`config.mk`:
```
export PLATFORM = sky130hd
export DESIGN_NAME = contador_bidirecional
export DESIGN_NICKNAME = d
export VERILOG_FILES = /design/src/rtl/contador_bidirecional.sv
export SDC_FILE = /design/constraint.sdc
export NUM_CORES = 1
export LEC_CHECK = 0
export BUFFER_PORTS_ARGS = -buffer_cell sky130_fd_sc_hd__buf_2
export CORE_AREA = 2 2 39 41
export CTS_CLUSTER_SIZE = 10
export DETAILED_ROUTE_END_ITERATION = 10
export DIE_AREA = 0 0 41 43
export HOLD_SLACK_MARGIN = 0.05
export PLACE_DENSITY_LB_ADDON = 0.12
export SKIP_CTS_REPAIR_TIMING = 1
export SLEW_MARGIN = 25
export SYNTH_ARGS = -nofsm -noshare
export SYNTH_HDL_FRONTEND = slang
export SYNTH_SLANG_ARGS = --single-unit
export TNS_END_PERCENT = 50
```
`constraint.sdc`:
```
create_clock -name clk -period 3.94 [get_ports clk]
set_clock_uncertainty 0.05 [all_clocks]
set_input_delay 0.394 -clock clk [delete_from_list [all_inputs] [get_ports clk]]
set_output_delay 0.394 -clock clk [all_outputs]
set_load 0.02 [all_outputs]
```
`src/rtl/contador_bidirecional.sv`:
```
// ---------------------------------------------------------------------------
// contador_bidirecional
//
// Parametrised up/down counter used as the sweep/address generator for the
// display, PWM and scan blocks. It counts between MIN and MAX in one of four
// modes: ping-pong (bounce between the bounds), up-wrap, down-wrap or hold.
// It also has a count enable, a terminal flag aligned with the count, and an
// optional synchronous load.
//
// Optional feature macro:
//   CONTADOR_BIDIR_LOAD_EN  when defined, adds the load/load_val ports and the
//                           clamped synchronous load path.
//
// Parameters:
//   WIDTH  counter width in bits
//   MIN    lower bound (0 <= MIN < MAX)
//   MAX    upper bound (MAX <= 2**WIDTH-1)
//
// Ports:
//   clk       in   sole clock, every register updates on its rising edge
//   reset     in   synchronous, active-low reset
//   en        in   count enable; when low the state holds (load still works)
//   mode      in   00 ping-pong, 01 up-wrap, 10 down-wrap, 11 hold
//   load      in   synchronous load strobe        (CONTADOR_BIDIR_LOAD_EN only)
//   load_val  in   value to load, clamped to bounds (CONTADOR_BIDIR_LOAD_EN only)
//   saida     out  current count, registered
//   dir       out  current direction, 0 = up, 1 = down, registered
//   tc        out  terminal flag: next enabled step turns or wraps, registered
// ---------------------------------------------------------------------------
module contador_bidirecional #(
   parameter int WIDTH = 4,
   parameter int MIN   = 0,
   parameter int MAX   = 15
) (
   input  logic             clk,
   input  logic             reset,
   input  logic             en,
   input  logic [1:0]       mode,
`ifdef CONTADOR_BIDIR_LOAD_EN
   input  logic             load,
   input  logic [WIDTH-1:0] load_val,
`endif
   output logic [WIDTH-1:0] saida,
   output logic             dir,
   output logic             tc
);

   typedef enum logic [1:0] {
      MODE_PINGPONG  = 2'b00,
      MODE_UP_WRAP   = 2'b01,
      MODE_DOWN_WRAP = 2'b10,
      MODE_HOLD      = 2'b11
   } mode_t;

   typedef enum logic {
      DIR_UP   = 1'b0,
      DIR_DOWN = 1'b1
   } dir_t;

   localparam logic [WIDTH-1:0] MIN_W      = WIDTH'(MIN);
   localparam logic [WIDTH-1:0] MAX_W      = WIDTH'(MAX);
   localparam logic [WIDTH-1:0] MIN_PLUS_1 = WIDTH'(MIN + 1);
   localparam logic [WIDTH-1:0] MAX_MINUS_1 = WIDTH'(MAX - 1);
   localparam logic [WIDTH-1:0] ONE_W      = WIDTH'(1);

   mode_t            mode_sel;
   dir_t             dir_q;
   dir_t             dir_next;
   logic [WIDTH-1:0] count_q;
   logic [WIDTH-1:0] count_next;
   logic [WIDTH-1:0] count_inc;
   logic [WIDTH-1:0] count_dec;
   logic             tc_q;
   logic             tc_next;
   logic             at_min;
   logic             at_max;

   assign mode_sel = mode_t'(mode);

   // The bounds are always tested before an increment or decrement is
   // selected, so the raw +1/-1 results below are only ever used when they
   // cannot carry or borrow, even with MIN = 0 and MAX = 2**WIDTH-1.
   assign count_inc = count_q + ONE_W;
   assign count_dec = count_q - ONE_W;
   assign at_min    = (count_q == MIN_W);
   assign at_max    = (count_q == MAX_W);

`ifdef CONTADOR_BIDIR_LOAD_EN
   logic [WIDTH-1:0] load_clamped;
   logic             load_below_min;
   logic             load_above_max;

   // A loaded value is forced into [MIN, MAX] so the counter can never sit
   // outside its bounds. The lower test is written as (x+1 <= MIN) one bit
   // wider so that it stays a real comparison when MIN is zero.
   assign load_below_min = (({1'b0, load_val} + (WIDTH+1)'(1)) <= {1'b0, MIN_W});
   assign load_above_max = (load_val > MAX_W);

   always_comb begin
      load_clamped = load_val;
      if (load_below_min) begin
         load_clamped = MIN_W;
      end else if (load_above_max) begin
         load_clamped = MAX_W;
      end
   end
`endif

   // Next-state logic. Load outranks the enable and the mode, and leaves the
   // direction untouched. With en high the mode decides the step: ping-pong
   // turns around on the bound it reaches, so each endpoint is shown for a
   // single enabled cycle; the wrap modes force their own direction on every
   // enabled edge; hold freezes everything.
   always_comb begin
      count_next = count_q;
      dir_next   = dir_q;
`ifdef CONTADOR_BIDIR_LOAD_EN
      if (load) begin
         count_next = load_clamped;
      end else
`endif
      if (en) begin
         case (mode_sel)
            MODE_PINGPONG: begin
               if (dir_q == DIR_UP) begin
                  if (at_max) begin
                     count_next = MAX_MINUS_1;
                     dir_next   = DIR_DOWN;
                  end else begin
                     count_next = count_inc;
                  end
               end else begin
                  if (at_min) begin
                     count_next = MIN_PLUS_1;
                     dir_next   = DIR_UP;
                  end else begin
                     count_next = count_dec;
                  end
               end
            end
            MODE_UP_WRAP: begin
               dir_next   = DIR_UP;
               count_next = at_max ? MIN_W : count_inc;
            end
            MODE_DOWN_WRAP: begin
               dir_next   = DIR_DOWN;
               count_next = at_min ? MAX_W : count_dec;
            end
            default: begin
               count_next = count_q;
               dir_next   = dir_q;
            end
         endcase
      end
   end

   // The terminal flag is derived from the next count and direction so that
   // it is registered on the same edge as them and always describes the
   // value currently on saida.
   always_comb begin
      tc_next = ((dir_next == DIR_UP)   && (count_next == MAX_W)) ||
                ((dir_next == DIR_DOWN) && (count_next == MIN_W));
   end

   // State register with synchronous active-low reset. Reset parks the
   // counter at MIN heading up with the flag clear, so counting restarts
   // upward on the first enabled edge after reset is released.
   always_ff @(posedge clk) begin
      if (!reset) begin
         count_q <= MIN_W;
         dir_q   <= DIR_UP;
         tc_q    <= 1'b0;
      end else begin
         count_q <= count_next;
         dir_q   <= dir_next;
         tc_q    <= tc_next;
      end
   end

   assign saida = count_q;
   assign dir   = dir_q;
   assign tc    = tc_q;

endmodule

```
Word-level counts from Yosys, hierarchy flattened:

Index checks and enable logic that the tools add are counted.

* add/sub/neg operators: 2
* multipliers: 0
* div/mod/pow operators: 0
* $lt $le $gt $ge: 0
* equal/unequal tests: 4
* shift-type cells: 0
* muxes and demuxes: 12
* bitwise gates (word level): 1
* reduce and logical (&&, ||, !) cells: 6

Operators with widths (count)
* $mux W4: 6
* $pmux W4 S3: 1
* $eq A4 B4 Y1 const B: 2
* $logic_not A4 Y1: 2
* $add A4 B1 Y4 const B: 1
* $mux W1: 4
* $sub A4 B1 Y4 const B: 1
* $pmux W1 S3: 1
* $eq A2 B1 Y1 const B: 1
* $eq A2 B2 Y1 const B: 1
* $logic_and A1 B1 Y1: 2
* $logic_not A2 Y1: 1
* $logic_or A1 B1 Y1: 1
* $not A1 Y1: 1

* flip-flop bits (word level): 6
* latch bits: 0
* RAM bits: 0
* memory bits (read-only): 0
* output and inout port bits: 6
* word-level logic and storage cells: 28
* memories kept: 0

Logic depth before layout (Yosys ltp):

Gate-level depths: netlist (run 1).

* depth after elaboration: 8
* gate-level depth with buffers: 7

Least setup slack after synthesis (run 1):

Ideal clock, no wire load.

* kind: register to register
* start: register count_q[0], in the netlist saida[0]
* end: register tc_q, in the netlist tc
* library setup time: 74 ps
* arrival: 2100 ps
* data required time: 3816 ps
* setup slack: 1717 ps
* cell stages (with the launch flop): 7
* path buffers: 0
* period minus slack after synthesis: 2223 ps
* path through: dfxtp_1 inv_1 ha_1 o31a_1 o32a_1 or4_4 o22ai_2

* longest elaborated chain between the ends: 8
* elaborated cells on any way between the ends: 22

Ends and longest elaborated chain
* from (decl): line 69 `logic [WIDTH-1:0] count_q;`
* from (signal assigned): line 174 `count_q <= count_next;`
* $add A4 B1 Y4 (tied with other cells): line 83 `assign count_inc = count_q + ONE_W;`
* $mux W4 (tied with other cells): line 126 `if (at_max) begin`
* $mux W4 or $mux W1 (tied branches): line 125 `if (dir_q == DIR_UP) begin`
* $pmux W4 S3 or $pmux W1 S3 (tied branches): line 123 `case (mode_sel)`
* $mux W4 or $mux W1 (tied branches): line 122 `if (en) begin`
* $eq A4 B4 Y1 (tied with other cells): line 161 `tc_next = ((dir_next == DIR_UP) && (count_next == MAX_W)) ||`
* $logic_and A1 B1 Y1, on equally long branches: line 161, 162
* $logic_or A1 B1 Y1 *: line 161
* to (signal assigned): line 176 `tc_q <= tc_next;`
* to (decl): line 73 `logic tc_q;`

Mark *: on every way between the ends. The rest lies on a longest branch, timed or not.
A chain may end at the register's enable or synchronous reset.

Final worst setup path (run 1):

Same ends and word-level chain as after synthesis.

==> out/qor.yml, run 1 <==
timing.reg2reg.setup_slack_ns: 1.58
area_growth_pct: 9.38
die_x_um: 41
endpoint: "tc"
portBuffers: 10
slew_headroom: 0.661
grt_max_degree: 14
r2r_cells: 7
status: "completed"
yosysWarnings: 0
detail_route.wl_per_cell_um: 14.6
p_total_w: 0.000206
n_fill_cell: 136
setup_tns_ns: 0
cts_buffers: 3
cp-end-kind: "register"
critPathRequiredTime_ns: 4.06
worst-path-stages: 7
synth-edff-count: 0
worst-path-buf-inv: 1
peakVddDrop_v: 0.000193
synthSimpleGateAreaFrac: 0.327
grt_pass1_wl_mm: 2.39
core_um2: 1380
fp.dieH_um: 43
synth_compound_area_frac: 0.325
setup_violations: 0
clk_path_buf_depth: 2
slowest_stage: "or4_4"
fmax_mhz: 424
place_ws_ns: 1.62
p_leak_nw: 0.275
clkSlewWorstSetupHoldPaths_ns: 0.04
p_per_area_nw_per_um2: 301
slew_viol_final: 0
worstHoldPathCells: 2
syn_area_um2: 627
cp_top_family: "simple AND/OR/NAND/NOR gates"
grt_pass1_vias: 542
async_flop_share: 0
firstDrtPassIters: 4
tritoncts: "done"
setup.worst_path.start: "saida[0]"
cp_cell_sequence: "inv_1 > ha_1 > and3b_1 > o31ai_2 > o2111ai_1 > or4_4 > o22ai_2"
drive_above_1_share: 0.198
ys_ff_latch: 6
clk_latency_ns: 0.24
num_antenna_cells: 0
cp.arrival_ns: 2.48
yosys-mux-area-fraction: 0
hold_violations: 0
detail-route-antenna-nets: 0
drt_iter0_markers: 6
place_hpwl_mm: 1.12
syn_avg_cell_area_um2: 8.04
synth.distinct_cells: 44
drt-total-wl_mm: 1.49
synthTopCellsByCount: "8 x inv_1, 6 x dfxtp_1, 5 x nor2_1"
yosys.area_share.adder: 0.0399
cts.sinks: 6
synth_top_area_frac: 0.192
antenna_found_initial: 0
synth_nets: 85
grt_overflow_total: 0
critPathMaxStageDelay_ns: 0.58
ys.flop_type: "dfxtp_1"
yosysSeqAreaShare: 0.192
top_level_ports: 11
start_util: 0.453
gp_congestion: 0.887
cp-start-kind: "register"
rows: 14
drc: 0
regToRegEndpoint: "tc"
synthTopCellsByArea: "dfxtp_1 19%, inv_1 4.8%, and2_1 4.0%, ha_1 4.0%, and4b_1 3.2%"
syn_inst: 78
maxCapViolCount: 0
track_usage: 0.196
num_vias: 631
min_period_over_period: 0.598
worstSetupPathType: "register to register"
htree_levels: 1
synth_top_family_by_area: "simple AND/OR/NAND/NOR gates"
fin_ws_ns: 1.58
drt-vias-per-instance: 6.19
synth.most_common_cell: "inv_1"
path_max_fanout: 8
synth-xor-area-share: 0.0140
dieArea_um2: 1760
rsz0062_at_grt: "false"
r2r-start: "saida[0]"
fin_crit_ns: 2.36
cts-root-buf: "clkbuf_4"
worst_slew_pin_slew_ns: 0.507
hold_path_class: "input port to register"
yosysTopAreaCell: "dfxtp_1"
nets: 95
[placed cells by master, fill, tap and decap left out, types with 2 or more instances in the layout]
master | netlist | layout
buf_2 | 3 | 10
and4b_1 | 2 | 2
o211ai_1 | 2 | 2
and2_1 | 4 | 4
ha_1 | 2 | 2
nand2b_1 | 2 | 2
inv_1 | 8 | 8
o22ai_1 | 2 | 2
nor2_1 | 5 | 5
a211o_1 | 2 | 2
nor2b_1 | 2 | 2
a21boi_0 | 2 | 2
a21oi_1 | 2 | 2
o21ai_0 | 2 | 2
clkbuf_4 | 0 | 3
o21bai_1 | 2 | 2
nor3_1 | 2 | 2
dfxtp_1 | 6 | 6
o221ai_1 | 2 | 2
[report_power, final]
part | leakage (nW) | switching (W) | total (W) | internal (W)
Sequential | 0.0492 | 0.0000117 | 0.0000778 | 0.0000661
Combinational | 0.212 | 0.0000411 | 0.0000737 | 0.0000326
Clock | 0.0138 | 0.0000207 | 0.0000550 | 0.0000343
[worst reg2reg max path: cells and delay by family, from the launching register on]
kind,cells,cell delay [ns]
compound gates,3,0.55
fa+ha+maj,1,0.30
buf+inv,1,0.12
flops,1,0.47
simple gates,2,0.78
[cells by family (layout without fill, tap and decap cells)]
group	count (synthesis)	after routing
AND/OR/NAND/NOR	30	30
AO/OA/AOI/OAI	26	26
buffers and inverters	13	21
flip-flops	6	6
adder cells (fa/ha/maj)	2	2
XOR/XNOR	1	1
[layer usage]
layer | GRT usage | up-vias | share of wire
met5 | 0 | - | 0
met4 | 0.100 | 0 | 0.018
met2 | 0.291 | 13 | 0.49
met3 | 0.0157 | 3 | 0.022
li1 | - | 313 | -
met1 | 0.271 | 302 | 0.47
[area by class of cell]
type	instances	area (µm²)	share of cell area
multi-input combinational	59	443	0.646
sequential	6	120	0.175
timing repair buffer	10	50.0	0.0730
inverter	8	30.0	0.0438
clock buffer	3	22.5	0.0328
tap	16	20.0	0.0292
[registers in the layout (all words and copies together), names as in the netlist]
name,flops
saida,4
tc,1
dir,1
[per-stage QoR]
step | instance area [µm²] | util | hold WS, ns | cells
after floorplan | 627 | - | 0.466 | 78
final | 686 | 0.495 | 0.351 | 102
after global routing | 686 | 0.495 | 0.361 | 102
after global placement | 663 | 0.479 | 0.602 | 99
after CTS | 686 | 0.495 | 0.348 | 102
after detailed placement | 663 | 0.479 | 0.604 | 99
[how the worst min path moves through the flow]
stage | from | to
2_1_floorplan | reset | dir
3_3_place_gp | reset | saida[2]
3_5_place_dp | reset | saida[2]
4_1_cts | reset | saida[2]
5_1_grt | reset | saida[2]
6_report | reset | saida[2]
Power figures use the tool's default switching activity.
==> run 2, diff against run 1 <==
Settings changed: CORE_AREA 2 2 39 41 to not set, CORE_MARGIN set to 2, CORE_UTILIZATION set to 48, DIE_AREA 0 0 41 43 to not set.
Clock period 3.94 ns to 2 ns, I/O delays scaled along.
==> out/qor.yml, run 2 (synthesis gave the netlist of run 1 again) <==
grt_pass1_vias: 576  # +6.3%
cp.arrival_ns: 2.11  # -0.37 ns
num_vias: 676  # +7.1%
place_hpwl_mm: 1.27  # +14%
grt_max_degree: 14  # unchanged
fin_area_um2: 813  # +19%
drt_iter0_markers: 14  # +8
worstSetupPathType: "register to register"
r2r_cells: 7  # unchanged
cts.sinks: 6  # unchanged
critPathMaxStageDelay_ns: 0.56  # -0.02 ns
dieArea_um2: 1610  # -8.6%
rsz0062_at_grt: "true"
n_fill_cell: 114  # -16%
holdWs_ns: 0.164  # -0.187 ns
fmax_mhz: 503  # +19%
pwr-share-clk: 0.262  # -0.004
top_level_ports: 11  # unchanged
maxCapViolCount: 0  # unchanged
die_x_um: 40.1  # -2.1%
fin_crit_ns: 1.99  # -0.371 ns
slew_viol_final: 0  # unchanged
nets: 105  # +11%
clkSlewWorstSetupHoldPaths_ns: 0.05  # about the same
worstHoldPathCells: 2  # unchanged
cts_buffers: 3  # unchanged
start_util: 0.500  # +0.0475
largest_register_ffs: 4  # unchanged
worst-path-buf-inv: 1  # unchanged
track_usage: 0.248  # +0.0517
detail-route-antenna-nets: 0  # unchanged
p_leak_nw: 0.332  # +21%
core_um2: 1250  # -9.5%
p_per_area_nw_per_um2: 577  # +91%
worst_slew_pin_slew_ns: 0.415  # -0.0919 ns
peakVddDrop_v: 0.000379  # +96%
seqCellArea_um2: 128  # +6.2%
portBuffers: 10  # unchanged
tritoncts: "done"
hold_violations: 0  # unchanged
hold_path_class: "input port to register"
fp.dieH_um: 40.1  # -6.7%
switching_power_w: 0.000167  # +130%
cp_top_family: "simple AND/OR/NAND/NOR gates"
htree_levels: 1  # unchanged
clk_path_buf_depth: 2  # unchanged
setup_violations: 0  # unchanged
grt_pass1_wl_mm: 2.65  # +11%
combPwrFrac: 0.414  # +0.057
drive_above_1_share: 0.361  # +0.163
cp-start-kind: "register"
antenna_found_initial: 0  # unchanged
min_period_over_period: 0.993  # +0.395
final_cell_mix: "10 x buf_2, 10 x buf_4, 7 x inv_1, 5 x nor2_1"
drc: 0  # unchanged
swShare: 0.357  # +0.000821
grt_overflow_total: 0  # unchanged
num_antenna_cells: 0  # unchanged
cts-root-buf: "clkbuf_4"
path_max_fanout: 7  # -1
firstDrtPassIters: 4  # unchanged
cp_cell_sequence: "inv_2 > ha_4 > and4b_1 > o31ai_2 > o2111ai_2 > or4_4 > o22ai_2"
drt-vias-per-instance: 6.04  # -2.4%
area_growth_pct: 29.7
rows: 13  # -1
power.internal_w: 0.000302  # +130%
p_seq_frac: 0.323  # -0.054
clk_latency_ns: 0.25  # about the same
multi_input_area_um2: 485  # +9.6%
gp_congestion: 0.883  # -0.36%
cp-end-kind: "register"
slew_headroom: 0.722  # +0.0615
critPathRequiredTime_ns: 2.12  # -1.94 ns
status: "completed"
worst-path-stages: 7  # unchanged
place_area_um2: 757  # +14%
detail_route.wl_per_cell_um: 15.8  # +8.1%
slowest_stage: "or4_4"
drt-total-wl_mm: 1.77  # +19%
[run 2: changes by cell type in the layout (fill, tap and decap cells not counted), sizes merged]
cell / previous run / this run
clkbuf: 3 / 4
buf: 10 / 20
[run 2: power by group through the flow]
| stage | combinational [W] | clock, W | sequential, W |
|---|---|---|---|
| 3_3_place_gp | 0.000177 | 0 | 0.000152 |
| 6_report | 0.000194 | 0.000123 | 0.000152 |
| 3_5_place_dp | 0.000178 | 0 | 0.000153 |
| 4_1_cts | 0.000179 | 0.000127 | 0.000150 |
| 2_1_floorplan | 0.000112 | 0 | 0.000156 |
| 5_1_grt | 0.000211 | 0.000138 | 0.000154 |
[run 2: through the flow]
| stage | power [W] | std cells | utilization | setup TNS, ns | setup slack [ns] |
|---|---|---|---|---|---|
| final | 0.000469 | 112 | 0.649 | 0 | 0.0136 |
| after global routing | 0.000502 | 112 | 0.649 | -0.0583 | -0.0583 |
| after CTS | 0.000456 | 112 | 0.625 | -0.0720 | -0.0720 |
| after detailed placement | 0.000331 | 108 | 0.604 | -0.0557 | -0.0557 |
| after global placement | 0.000330 | 108 | 0.604 | 0 | 0.00745 |
| after floorplan | 0.000267 | 78 | - | 0 | 0.00237 |
[run 2: per-layer routing]
metal	vias up	share of wire	GRT usage
li1	333	-	-
met1	328	0.49	0.355
met2	13	0.47	0.371
met3	2	0.029	0.0722
met4	0	0.011	0.0259
met5	-	0	0
[run 2: cell type report]
type / instances / area share
tap: 15 / 0.0231
multi-input combinational: 59 / 0.597
timing repair buffer: 20 / 0.154
inverter: 8 / 0.0369
sequential: 6 / 0.157
clock buffer: 4 / 0.0323
[run 2: worst paths after layout]
check                           slack, ns  endpoint      from
worst max-delay path                 0.01        tc  saida[0]
worst min-delay path                 0.16  saida[2]     reset
worst max register to register       0.01        tc  saida[0]
worst min register to register       0.81  saida[0]  saida[0]
